$ cat src/rtl/vx_csr_warp_tracker.sv
// vx_csr_warp_tracker
//
// Scheduler-side tracker for the scheduler-to-CSR interface. It keeps a
// per-warp count of in-flight instructions, holds per-warp issue locks for
// FPU-CSR fencing, and provides the free-running cycle counter.
//
// Event semantics: every *_fire / *_valid / unlock_warp input is a
// single-cycle pulse qualified only by itself. There is no back-pressure
// on any of them. The pulse takes effect at the next rising clk edge, and
// its result is visible in the registered state from the following cycle.
//
// Ports
//   clk, reset     : clock and synchronous active-high reset
//   issue_fire/wid : an instruction was issued to warp issue_wid
//   commit_fire/wid: an instruction of warp commit_wid committed
//   lock_valid/wid : decode saw an FPU-CSR access; lock that warp
//   unlock_warp/wid: the CSR unit releases the lock of unlock_wid
//   alm_empty_wid  : warp queried by the CSR unit
//   alm_empty      : queried warp has <= 1 instruction in flight
//   stall_mask     : per-warp issue inhibit (locked or full)
//   pending_cnt    : packed per-warp in-flight counts, warp w at [w*CNTW +: CNTW]
//   cycles         : 64-bit free-running cycle count
module vx_csr_warp_tracker #(
    parameter int NUM_WARPS   = 4,
    parameter int MAX_PENDING = 15,
    parameter int CNTW        = $clog2(MAX_PENDING + 1),
    parameter int NW_WIDTH    = (NUM_WARPS > 1) ? $clog2(NUM_WARPS) : 1
) (
    input  logic                      clk,
    input  logic                      reset,
    input  logic                      issue_fire,
    input  logic [NW_WIDTH-1:0]       issue_wid,
    input  logic                      commit_fire,
    input  logic [NW_WIDTH-1:0]       commit_wid,
    input  logic                      lock_valid,
    input  logic [NW_WIDTH-1:0]       lock_wid,
    input  logic                      unlock_warp,
    input  logic [NW_WIDTH-1:0]       unlock_wid,
    input  logic [NW_WIDTH-1:0]       alm_empty_wid,
    output logic                      alm_empty,
    output logic [NUM_WARPS-1:0]      stall_mask,
    output logic [NUM_WARPS*CNTW-1:0] pending_cnt,
    output logic [63:0]               cycles
);

    logic [CNTW-1:0]      cnt [NUM_WARPS];
    logic [NUM_WARPS-1:0] locked;
    logic [NUM_WARPS-1:0] inc;
    logic [NUM_WARPS-1:0] dec;
    logic [NUM_WARPS-1:0] lock_set;
    logic [NUM_WARPS-1:0] lock_clr;
    logic [NUM_WARPS-1:0] full;
    logic [NUM_WARPS-1:0] empty;

    // Per-warp event decode. Out-of-range wids match no warp and are
    // therefore ignored.
    always_comb begin
        inc      = '0;
        dec      = '0;
        lock_set = '0;
        lock_clr = '0;
        full     = '0;
        empty    = '0;
        for (int w = 0; w < NUM_WARPS; w++) begin
            inc[w]      = issue_fire  && (issue_wid  == NW_WIDTH'(w));
            dec[w]      = commit_fire && (commit_wid == NW_WIDTH'(w));
            lock_set[w] = lock_valid  && (lock_wid   == NW_WIDTH'(w));
            lock_clr[w] = unlock_warp && (unlock_wid == NW_WIDTH'(w));
            full[w]     = (cnt[w] == CNTW'(MAX_PENDING));
            empty[w]    = (cnt[w] == '0);
        end
    end

    // In-flight counters. Simultaneous inc and dec cancel. Overflow and
    // underflow are protocol violations; the counter saturates instead of
    // wrapping so the stall mask stays meaningful.
    always_ff @(posedge clk) begin
        if (reset) begin
            for (int w = 0; w < NUM_WARPS; w++) begin
                cnt[w] <= '0;
            end
        end else begin
            for (int w = 0; w < NUM_WARPS; w++) begin
                if (inc[w] && !dec[w] && !full[w]) begin
                    cnt[w] <= cnt[w] + CNTW'(1);
                end else if (dec[w] && !inc[w] && !empty[w]) begin
                    cnt[w] <= cnt[w] - CNTW'(1);
                end
            end
        end
    end

    // Issue locks. A lock and an unlock of the same warp in one cycle
    // leave the warp locked, because the locking instruction is newer.
    always_ff @(posedge clk) begin
        if (reset) begin
            locked <= '0;
        end else begin
            locked <= (locked & ~lock_clr) | lock_set;
        end
    end

    always_ff @(posedge clk) begin
        if (reset) begin
            cycles <= '0;
        end else begin
            cycles <= cycles + 64'd1;
        end
    end

    // Derived only from registered state, so there is no combinational
    // path from issue_fire to stall_mask.
    assign stall_mask = locked | full;

    // The count includes the querying CSR instruction itself. A commit in
    // the same cycle is not forwarded, so the answer may lag by one cycle.
    // This is safe because the error is always toward "not empty".
    always_comb begin
        alm_empty = 1'b1;
        for (int w = 0; w < NUM_WARPS; w++) begin
            if (alm_empty_wid == NW_WIDTH'(w)) begin
                alm_empty = (cnt[w] <= CNTW'(1));
            end
        end
    end

    always_comb begin
        pending_cnt = '0;
        for (int w = 0; w < NUM_WARPS; w++) begin
            pending_cnt[w*CNTW +: CNTW] = cnt[w];
        end
    end

    // Protocol checks on upstream behaviour.
    always_ff @(posedge clk) begin
        if (!reset) begin
            for (int w = 0; w < NUM_WARPS; w++) begin
                assert (!(inc[w] && !dec[w] && full[w]))
                    else $error("vx_csr_warp_tracker: issue to full warp %0d", w);
                assert (!(dec[w] && !inc[w] && empty[w]))
                    else $error("vx_csr_warp_tracker: commit on empty warp %0d", w);
            end
        end
    end

endmodule
$ cat config.mk
export PLATFORM = sky130hd
export DESIGN_NAME = vx_csr_warp_tracker
export DESIGN_NICKNAME = d
export VERILOG_FILES = /design/src/rtl/vx_csr_warp_tracker.sv
export SDC_FILE = /design/constraint.sdc
export NUM_CORES = 1
export LEC_CHECK = 0
export BUFFER_PORTS_ARGS = -buffer_cell sky130_fd_sc_hd__buf_4
export CORE_MARGIN = 3
export CORE_UTILIZATION = 25
export CTS_CLUSTER_SIZE = 30
export DETAILED_ROUTE_END_ITERATION = 7
export SETUP_SLACK_MARGIN = 0.2
export SYNTH_ARGS = -nofsm -noshare
export SYNTH_HDL_FRONTEND = slang
export SYNTH_SLANG_ARGS = --single-unit
$ cat constraint.sdc
create_clock -name clk -period 2.6 [get_ports clk]
set_input_delay 0.65 -clock clk [delete_from_list [all_inputs] [get_ports clk]]
set_output_delay 0.65 -clock clk [all_outputs]
set_load 0.005 [all_outputs]
# [Word level (Yosys, flattened, before mapping)]
# Memory sizes are Yosys's and may differ from the RTL's.
# Cells that the tools add are included.
[word_totals] ff_bits=68 mem_bits_rw=16 output_inout_bits=85 memories=1
[mem_list] memory="cnt" words=4 word_bits=4 read_ports=4 rd_clocked_by_memory_dff=0 write_ports=4 line_no="46" text="logic [CNTW-1:0] cnt [NUM_WARPS];"
[classes] addsub=9 magnitude_cmp=4 eq_ne=19 n_mux=42 bitwise=12 n_reduce_logical=57
[ops] op="$add A64 B1 Y64 const B" n=1
[ops] op="$mux W1" n=34
[ops] op="$logic_and A1 B1 Y1" n=32
[ops] op="$mux W4" n=8
[ops] op="$eq A2 B2 Y1 const B" n=10
[ops] op="$add A4 B1 Y4 const B" n=4
[ops] op="$eq A4 B4 Y1 const B" n=4
[ops] op="$le A4 B1 Y1 const B" n=4
[ops] op="$logic_not A1 Y1" n=16
[ops] op="$logic_not A4 Y1" n=4
[ops] op="$sub A4 B1 Y4 const B" n=4
[ops] op="$eq A2 B1 Y1 const B" n=5
[ops] op="$logic_not A2 Y1" n=5
[ops] op="$or A1 B1 Y1" n=8
[ops] op="$or A4 B4 Y4" n=2
[ops] op="$and A4 B4 Y4" n=1
[ops] op="$not A4 Y4" n=1

# [Longest topological paths before layout]
# Gate-level depths: netlist of the first run.
[logic_depth] word_depth=10 depth_mapped=8

# [Worst setup path after synthesis of the first run]
# OpenSTA, ideal clock, no wires.
[synth_timing] kind="in2reg" start="input commit_wid[0]" end="memory cnt[0][0] in the netlist's numbering, enable pin" setup_ns=0.307 arrival_ns=1.856 t_required_ns=2.293 path_slack_ns=0.437 cell_stages=3 n_path_buf=0 cell_sequence="or2_2 > nor4_1 > or3_1"
[synth_rtl] element="from (decl)" line_no="34" text="input logic [NW_WIDTH-1:0] commit_wid,"
[synth_rtl] element="to (decl)" line_no="46"

==> results of run 1 <==
path summary, 6_finish.rpt:
path,from,endpoint,slack (ns)
worst max register to register,cycles[14],cycles[60],0.42
worst max-delay path,cnt[1][1],alm_empty,0.26
worst min register to register,cycles[0],cycles[0],0.47
worst min-delay path,cycles[0],cycles[0],0.47
timing repair:
item	CTS	global route
pin swaps	0	1
hold endpoints to repair	0	0
setup endpoints to repair	2	5
hold buffers	0	0
resized for setup	1	1
setup buffers	4	3
sequential cells by signal, summed over array words and instances (netlist names):
signal / cells
cnt: 16
cycles: 64
locked: 4
kinds of logic (layout without fill, tap and decap cells):
kind of cell / after synthesis / count (layout) / synth area share (%)
simple gates: 246 / 246 / 30.0
compound gates: 108 / 108 / 14.4
flops: 84 / 84 / 40.3
buf+inv: 39 / 162 / 3.29
xor+xnor: 37 / 37 / 7.10
fa+ha+maj: 17 / 17 / 4.66
mux: 1 / 1 / 0.247
power breakdown:
group / switching (mW) / total (mW) / internal (mW)
registers: 0.0398 / 1.40 / 1.36
clock network: 0.532 / 1.36 / 0.829
logic: 0.127 / 0.246 / 0.119
cell type report:
class	instances	share of cell area, %
Inverter	23	1.43
Clock buffer	11	4.37
Multi-Input combinational cell	409	42.7
Tap cell	225	4.66
Sequential cell	84	30.5
Timing Repair Buffer	124	15.4
Clock inverter	4	0.891
per-layer routing:
metal	global-route usage [%]	share of wire, %	up-vias
met4	3.21	0.99	0
met3	3.46	7.4	9
met5	0	0	-
met2	18.6	44	118
li1	-	-	2204
met1	17.5	48	2016
layout by cell type, fill, tap and decap left out, types with 7 or more instances in the layout:
cell / count
o31ai_1: 9
xor2_1: 29
or3_1: 21
nor4_1: 9
nand4_1: 29
edfxtp_1: 16
a21oi_1: 41
or4_1: 9
nor2_1: 61
clkbuf_16: 10
nand2_1: 34
nand3_1: 33
o21ai_0: 27
xnor2_1: 8
and3_1: 8
buf_4: 124
o211ai_1: 7
ha_1: 17
inv_1: 23
dfxtp_1: 68
worst max-delay path: stages, from the launching register on:
cell	delay (ns)
edfxtp_1	0.43
inv_1	0.11
ha_1	0.23
o211ai_1	0.16
o41ai_1	0.09
o21a_1	0.19
buf_4	0.13
through the flow:
| step | instance area, sq um | hold WS, ns |
|---|---|---|
| final | 6040 | 0.471 |
| after global routing | 6040 | 0.491 |
| after CTS | 6010 | 0.477 |
| after detailed placement | 5660 | 0.460 |
| after global placement | 5660 | 0.458 |
| after floorplan | 4570 | 0.441 |
==> impl_metrics.csv, run 1 <==
group,metric,value,unit
finish,insertedDiodeCount,0,
place,globalplace.congestion,0.849,
finish,layout-drive-gt1-share,23.4,%
floorplanning,die_w,141,um
clocking,numCtsBuffers,9,
route,post-route-drc-count,0,
floorplanning,fp.coreArea,17600,sq um
sta,hold_viol_final,0,
critical_path,timing.critical_path.to_type,"primary output",
yosys,ys_ff_latch,84,
floorplanning,fp.dieArea,19900,sq um
finish,instances_no_fill,880,
finish,area_growth,32.3,%
sta,finalSetupTns,0,ns
route,ant_nets,0,
clocking,clk_path_buf_depth,2,
yosys,syn-cell-area,4570,sq um
route,drt_pre_antenna_iters,5,
critical_path,worst_ep_arrival_time,1.69,ns
sta,slew_headroom,53.0,%
finish,filler_cell_count,1823,
clocking,htree_num_levels,3,
clocking,clock_insertion_delay_worst_skew,0.34,ns
sta,fmax,428,MHz
sta,worst_clock_skew,0.00790,ns
place,dp_worst_setup_slack,0.263,ns
sta,fin_crit_sh,89.9,%
grt,grt_first_pass_wirelength,20000,um
finish,area_used_by_multi_input_combinational_logic,2580,sq um
yosys,ys_async_sr_fraction,0,%
yosys,post_synth_num_cell_types,56,
pwr,design_power_total,3.01,mW
job,max_cap_violations,0,
yosys,top_count_cell_post_synth,"dfxtp_1",
critical_path,worst_setup_path_start_kind,"register",
route,detailedRoute.firstIterationViolations,302,
critical_path,worst-endpoint-required,1.95,ns
place,place.detailed.instances,858,
sta,finalWorstSetupSlack,0.262,ns
grt,initial_antenna_violation_count,0,
critical_path,worst-setup-path-type,"reg -> out",
yosys,syn_inst,532,
critical_path,r2r.worst_path.cells,5,
floorplanning,top_level_ports,101,
sta,worst_pin_slew,0.706,ns
grt,gr-total-overflow,0,
yosys,synth-warning-count,0,
route,total_wire_length,12700,um
sta,rsz0062_at_grt,"yes",
pwr,irDropWorstVdd,0.293,mV
finish,ff_latch_area,1840,sq um
route,via_per_inst,4.94,
yosys,synth-edff-count,16,
finish,finish.net_count,684,
yosys,synthesis.area_per_instance,8.58,sq um
sta,final-max-slew-violation-count,0,
route,wl_per_cell,14.4,um
yosys,synthesis.nets,565,
yosys,postSynth.topFlopCell,"dfxtp_1",
yosys,post_synth_most_frequent_cells,"68 x dfxtp_1, 61 x nor2_1, 41 x a21oi_1, 34 x nand2_1, 33 x nand3_1",
worst_hold_path,worstHoldPathType,"reg -> reg",
pwr,total_leakage_power,2.37,nW
grt,pin_count_of_the_biggest_net_entering_global_routing,66,
finish,layout.core_utilization,34.3,%
grt,first_global_vias,3797,
clocking,cts_tree,"built",
clocking,cts.sinks,84,
yosys,synth_seq_area_share,40.3,%
run_status,outcome,"complete, no violations",
yosys,post_synth_main_area_contributors,"dfxtp_1 30%, edfxtp_1 11%, xor2_1 5.6%",
floorplanning,rows,48,
place,total_of_buffers_placed_on_input_and_output_ports,100,
yosys,netlist.top_cell.by_area,"dfxtp_1",
floorplanning,die_y,141,um
yosys,synth_top_area_share,29.8,%
critical_path,crit_fanout,5,
worst_hold_path,hold-path-cell-count,1,
clocking,root_buffer_selected_by_cts,"clkbuf_16",
grt,groute.usage.overall,12.4,%
route,route.vias.total,4347,
clocking,worst_setup_hold_path_clk_slew,0.06,ns
sta,finalSetupViolCount,0,
floorplanning,initial_utilization,25.9,%
sta,period_minus_slack,2.34,ns
pwr,powerDensity,498,nW/um^2
place,hpwlAfterDp,9230,um
Power figures use the tool's default switching activity.
==> run 2, diff against run 1 <==
Settings changed: CORE_UTILIZATION 25 to 45, PLACE_DENSITY from default to 0.68, RECOVER_POWER from default to 25.
==> run 2 against run 1 <==
Effect of this change: clock power decreased by 15%; total power decreased by 6.5%; wire length decreased by 3.9%; hold slack improved by 0.00092 ns; via count increased by 3.4%; sequential power about the same; non-clock buffer count increased by 4; flip-flop and latch count unchanged; critical path depth unchanged; largest cell class unchanged; largest power group unchanged.
==> impl_metrics.csv, run 2 (synthesis gave the netlist of run 1 again) <==
group,metric,value,unit
floorplanning,fp.coreArea,9820,sq um
critical_path,crit_fanout,4,
worst_hold_path,min-delay-start,"cycles[0]",
place,place.detailed.instances,760,
sta,worst_pin_slew,0.897,ns
finish,registers.top_by_ff_count,"cycles",
critical_path,worst-setup-path-type,"reg -> out",
clocking,cts.sinks,84,
sta,fin_crit_sh,92.7,%
pwr,share_comb_of_total_power,9.4,%
worst_hold_path,worstHoldEndpoint,"cycles[0]",
route,post-route-drc-count,0,
route,route.vias.total,4495,
floorplanning,die_w,107,um
finish,area_growth,28.4,%
critical_path,critical_path.reg2reg.endpoint,"cnt[2][3]",
place,globalplace.congestion,0.825,
pwr,design_power_total,2.81,mW
place,post_dp_cell_area,5500,sq um
sta,hold_viol_final,0,
job,max_cap_violations,0,
critical_path,worst_ep_arrival_time,1.76,ns
critical_path,cpPeakStageDelay,0.44,ns
pwr,irDropWorstVdd,0.309,mV
critical_path,cp_bufs_invs,2,
finish,mostFrequentLayoutCells,"94 x buf_4, 68 x dfxtp_1, 61 x nor2_1",
route,detailedRoute.firstIterationViolations,303,
sta,timing.hold.ws,0.472,ns
critical_path,worst-endpoint-required,1.95,ns
critical_path,worst_setup_path_start_kind,"register",
sta,period_minus_slack,2.41,ns
route,ant_nets,0,
place,hpwlAfterDp,8780,um
grt,gr-total-overflow,0,
route,via_per_inst,5.67,
pwr,total_leakage_power,2.30,nW
sta,final-max-slew-violation-count,0,
floorplanning,initial_utilization,46.5,%
finish,layout-drive-gt1-share,23.2,%
critical_path,timing.critical_path.to_type,"primary output",
finish,finish.net_count,688,
grt,first_global_vias,4190,
critical_path,r2r.worst_path.cells,7,
clocking,clk_path_buf_depth,2,
floorplanning,fp.dieArea,11400,sq um
clocking,root_buffer_selected_by_cts,"clkbuf_8",
floorplanning,top_level_ports,101,
pwr,sequentialPowerShare,49.8,%
finish,post-route-cell-area,5860,sq um
place,dp_worst_setup_slack,0.298,ns
finish,largest_registers,"cycles: 64 flops, cnt: 16 flops, locked: 4 flops",
sta,slew_headroom,40.2,%
sta,fmax,415,MHz
critical_path,path_delay_family,"compound AO/OA/AOI/OAI gates",
floorplanning,die_y,107,um
sta,finalSetupTns,0,ns
finish,layout.core_utilization,59.7,%
critical_path,critical_path.cell_chain,"inv_2 > ha_2 > o211ai_1 > o41ai_2 > o21a_1 > buf_4",
sta,finalWorstSetupSlack,0.191,ns
worst_hold_path,hold-path-cell-count,1,
run_status,outcome,"complete, no violations",
clocking,worst_setup_hold_path_clk_slew,0.08,ns
route,drt_pre_antenna_iters,7,
pwr,powerDensity,480,nW/um^2
finish,flip_flop_count_of_the_largest_register_after_layout,64,
pwr,clock_share_of_power,40.8,%
floorplanning,rows,36,
critical_path,critical_path.reg2reg.startpoint,"cnt[2][1]",
grt,groute.usage.overall,21.4,%
finish,most_frequent_standard_cell_in_the_layout_excluding_fill_and_tap_cells,"buf_4",
clocking,cts_tree,"built",
sta,rsz0062_at_grt,"yes",
grt,pin_count_of_the_biggest_net_entering_global_routing,45,
sta,worst_clock_skew,0.00801,ns
pwr,power.switching,0.654,mW
place,total_of_buffers_placed_on_input_and_output_ports,100,
clocking,htree_num_levels,3,
finish,instances_no_fill,793,
pwr,power_switching_share,23.2,%
critical_path,worst-r2r-setup-slack,0.39,ns
route,wl_per_cell,15.3,um
clocking,clock_insertion_delay_worst_skew,0.35,ns
grt,initial_antenna_violation_count,0,
worst_hold_path,worstHoldPathType,"reg -> reg",
sta,finalSetupViolCount,0,
route,total_wire_length,12200,um
pwr,internal_power,2.16,mW
clocking,numCtsBuffers,9,
finish,insertedDiodeCount,0,
grt,grt_first_pass_wirelength,19900,um
critical_path,timing.critical_path.slowest_stage_cell,"edfxtp_1",
==> run 2: cell types whose count changed in the layout (fill, tap and decap cells not counted), sizes merged <==
cell      previous run  this run
inv                 25        24
bufinv               1         3
clkbuf              11        44
clkinv               1         0
clkinvlp             0         1
buf                124        95
==> run 2: layout make-up <==
cell class / count / area, sq um
Timing Repair Buffer: 128 / 921
Inverter: 23 / 86.3
Clock inverter: 5 / 106
Clock buffer: 11 / 141
Tap cell: 133 / 166
Sequential cell: 84 / 1840
Multi-Input combinational cell: 409 / 2600
Fill cell: 947 / 3960
==> run 2: power by group through the flow <==
stage	Combinational, mW	Sequential, mW	Clock (mW)
global route	0.295	1.41	1.22
CTS	0.255	1.40	1.17
detailed placement	0.229	1.44	0
floorplan	0.129	1.42	0
finish	0.265	1.40	1.15
global placement	0.224	1.43	0
==> run 2: routing by layer <==
metal  vias up  part of all wire (%)  global-route usage (%)
li1       2211                     -                       -
met1      2120                    44                    27.8
met2       147                    48                    34.9
met3        17                   6.1                    4.39
met4         0                   1.8                    8.22
met5         -                     0                       0
==> run 2: timing repair <==
item                                    CTS  global route
endpoints found under the setup margin    2             5
resized for setup                         3             5
hold buffers                              0             0
pin swaps                                 0             3
setup buffers                            11             6
==> run 2: worst max path at each step <==
| stage | cells past startpoint | start | to |
|---|---|---|---|
| after global placement | 5 | commit_wid[0] | cnt[2][1] |
| after floorplan | 3 | commit_wid[0] | cnt[0][0] |
| after CTS | 6 | cnt[2][1] | alm_empty |
| after global routing | 6 | cnt[2][1] | alm_empty |
| after detailed placement | 5 | commit_wid[0] | cnt[2][0] |
| final | 6 | cnt[1][0] | alm_empty |
==> run 2: worst reg2reg max path, delay by kind of cell, from the launching register on <==
family / cells / cell delay [ns]
and+or+nand+nor: 3 / 0.98
DFF: 1 / 0.46
AOI/OAI and AO/OA: 2 / 0.30
buffers and inverters: 1 / 0.14
adders and majority gates: 1 / 0.20
==> run 3, diff against run 2 <==
Settings changed: ABC_AREA from default to 1, PLACE_DENSITY 0.68 to 0.67.
==> run 3 against run 2 <==
Effect of this change: cell area rose by 12%; combinational power fell by 6%; die area rose by 15%; synthesized cell count rose by 48%; sequential power barely moved; clock skew fell by 0.0030 ns; flip-flop and latch count did not move; via count rose by 22%; hold slack improved by 0.0082 ns; count of clock-buffer cells in the layout fell by 1; critical endpoint unchanged.
==> impl_metrics.csv, run 3 <==
group,metric,value,unit
finish,flip_flop_count_of_the_largest_register_after_layout,64,
critical_path,cp_bufs_invs,3,
worst_hold_path,worstHoldPathType,"reg -> reg",
grt,grt_first_pass_wirelength,26200,um
critical_path,worst-r2r-setup-slack,0.64,ns
yosys,synth_seq_area_share,34.8,%
finish,insertedDiodeCount,0,
clocking,clk_path_buf_depth,2,
finish,ff_latch_area,1840,sq um
floorplanning,initial_utilization,47.3,%
yosys,post_synth_most_frequent_cells,"201 x nand2_1, 126 x nor2_1, 74 x inv_1, 68 x dfxtp_1, 65 x a21oi_1",
sta,final-max-slew-violation-count,0,
sta,fin_crit_sh,88.6,%
floorplanning,fp.dieArea,13100,sq um
floorplanning,fp.coreArea,11200,sq um
pwr,total_leakage_power,2.34,nW
critical_path,crit_fanout,5,
critical_path,cpPeakStageDelay,0.42,ns
yosys,ys_ff_latch,84,
route,detailedRoute.firstIterationViolations,429,
yosys,ys_async_sr_fraction,0,%
yosys,synth-edff-count,16,
place,globalplace.congestion,0.897,
sta,worst_clock_skew,0.00499,ns
yosys,synthesis.nets,821,
finish,mostFrequentLayoutCells,"201 x nand2_1, 126 x nor2_1, 83 x buf_4",
sta,rsz0062_at_grt,"no",
floorplanning,die_y,114,um
grt,initial_antenna_violation_count,0,
finish,filler_cell_count,1063,
yosys,netlist.top_cell.by_area,"dfxtp_1",
finish,layout-drive-gt1-share,20.7,%
clocking,numCtsBuffers,9,
sta,fmax,434,MHz
critical_path,critical_path.reg2reg.endpoint,"cycles[50]",
finish,finish.net_count,932,
floorplanning,die_w,114,um
clocking,cts_tree,"built",
route,via_per_inst,5.26,
critical_path,worst-endpoint-required,1.95,ns
critical_path,cpMostUsedCell,"inv_1",
route,total_wire_length,15900,um
sta,slew_headroom,34.1,%
floorplanning,top_level_ports,101,
clocking,clock_insertion_delay_worst_skew,0.34,ns
pwr,powerDensity,444,nW/um^2
yosys,post_synth_num_cell_types,30,
finish,instances_no_fill,1044,
place,post_dp_cell_area,6180,sq um
critical_path,r2r.worst_path.cells,8,
sta,worst_pin_slew,0.989,ns
yosys,syn_inst,788,
yosys,synthesis.area_per_instance,6.71,sq um
sta,finalSetupTns,0,ns
sta,hold_viol_final,0,
critical_path,critical_path.reg2reg.startpoint,"cycles[0]",
floorplanning,rows,38,
critical_path,path_delay_family,"flip-flops",
grt,groute.usage.overall,25.0,%
critical_path,timing.critical_path.slowest_stage_cell,"edfxtp_1",
sta,finalSetupViolCount,0,
clocking,htree_num_levels,3,
yosys,syn-cell-area,5290,sq um
worst_hold_path,min-delay-start,"locked[3]",
finish,registers.top_by_ff_count,"cycles",
finish,post-route-cell-area,6550,sq um
pwr,irDropWorstVdd,0.242,mV
critical_path,worst-setup-path-type,"reg -> out",
route,drt_pre_antenna_iters,5,
yosys,synth_top_area_share,25.7,%
critical_path,worst_ep_arrival_time,1.65,ns
sta,period_minus_slack,2.30,ns
yosys,postSynth.topFlopCell,"dfxtp_1",
clocking,worst_setup_hold_path_clk_slew,0.06,ns
worst_hold_path,hold-path-cell-count,2,
route,route.vias.total,5489,
place,place.detailed.instances,1018,
finish,most_frequent_standard_cell_in_the_layout_excluding_fill_and_tap_cells,"nand2_1",
worst_hold_path,worstHoldEndpoint,"locked[3]",
route,post-route-drc-count,0,
run_status,outcome,"complete, no violations",
finish,largest_registers,"cycles: 64 flops, cnt: 16 flops, locked: 4 flops",
grt,pin_count_of_the_biggest_net_entering_global_routing,45,
job,max_cap_violations,0,
finish,area_growth,23.8,%
route,wl_per_cell,15.2,um
clocking,root_buffer_selected_by_cts,"clkbuf_16",
finish,area_used_by_multi_input_combinational_logic,3120,sq um
critical_path,critical_path.cell_chain,"inv_1 > ha_1 > o211ai_1 > o21ai_1 > o22ai_1 > inv_1 > buf_4",
yosys,synth-warning-count,0,
grt,first_global_vias,5358,
critical_path,worst_setup_path_start_kind,"register",
yosys,top_count_cell_post_synth,"nand2_1",
yosys,post_synth_main_area_contributors,"dfxtp_1 26%, nand2_1 14%, edfxtp_1 9.1%",
clocking,cts.sinks,84,
route,ant_nets,0,
place,total_of_buffers_placed_on_input_and_output_ports,100,
grt,gr-total-overflow,0,
place,hpwlAfterDp,12700,um
critical_path,timing.critical_path.to_type,"primary output",
[run 3: worst min-delay path: cells and delay by family (launching register included)]
| family | cells | cell delay [ns] |
|---|---|---|
| flip-flops | 1 | 0.30 |
| AO/OA/AOI/OAI | 2 | 0.13 |
[run 3: power breakdown]
| part | internal [mW] | leakage, nW | switching (mW) |
|---|---|---|---|
| sequential | 1.35 | 0.716 | 0.0333 |
| combinational | 0.115 | 1.48 | 0.133 |
| clock | 0.760 | 0.149 | 0.511 |
[run 3: layout make-up]
| class | count | share of cell area, % |
|---|---|---|
| Clock inverter | 6 | 0.822 |
| Timing Repair Buffer | 112 | 12.6 |
| Sequential cell | 84 | 28.1 |
| Tap cell | 140 | 2.68 |
| Multi-Input combinational cell | 614 | 47.6 |
| Inverter | 78 | 4.47 |
| Clock buffer | 10 | 3.65 |
[run 3: timing repair]
| action | 4_1_cts | 5_1_grt |
|---|---|---|
| pin swaps | 0 | 1 |
| buffers inserted | 3 | 7 |
| hold buffers | 0 | 0 |
| setup endpoints to repair | 1 | 1 |
| gates cloned | 0 | 0 |
| resized for setup | 0 | 7 |
[run 3: layer usage]
layer	global-route usage [%]	wire length (um)	vias up
met5	0	0	-
met4	8.16	292	0
met3	2.70	927	21
met2	41.2	7440	167
met1	34.1	7260	2538
li1	-	-	2763
[run 3: cell families (layout without fill, tap and decap cells)]
family	count (synthesis)	in the layout	synth area share, %
buf+inv	90	206	6.39
simple gates	467	467	40.4
xor+xnor	22	22	3.64
fa+ha+maj	17	17	4.02
flops	84	84	34.8
compound gates	108	108	10.7
[run 3: worst max-delay path by stage]
stage               startpoint         to  slack, ns  cells past startpoint
CTS                  cnt[1][0]  alm_empty       0.21                      7
floorplan            cnt[0][0]  alm_empty       0.81                      6
global route         cnt[3][0]  alm_empty       0.17                      7
detailed placement   cnt[2][0]  alm_empty       0.50                      7
finish               cnt[0][1]  alm_empty       0.30                      7
global placement     cnt[2][0]  alm_empty       0.55                      7
[run 3: stage by stage]
stage / total power, mW / hold WS, ns / setup slack (ns) / utilization (%)
final: 2.91 / 0.480 / 0.296 / 58.6
after CTS: 2.91 / 0.485 / 0.209 / 58.2
after detailed placement: 1.64 / 0.477 / 0.504 / 55.4
after global placement: 1.64 / 0.472 / 0.549 / 55.4
after floorplan: 1.54 / 0.439 / 0.813 / -
after global routing: 3.01 / 0.507 / 0.173 / 58.6
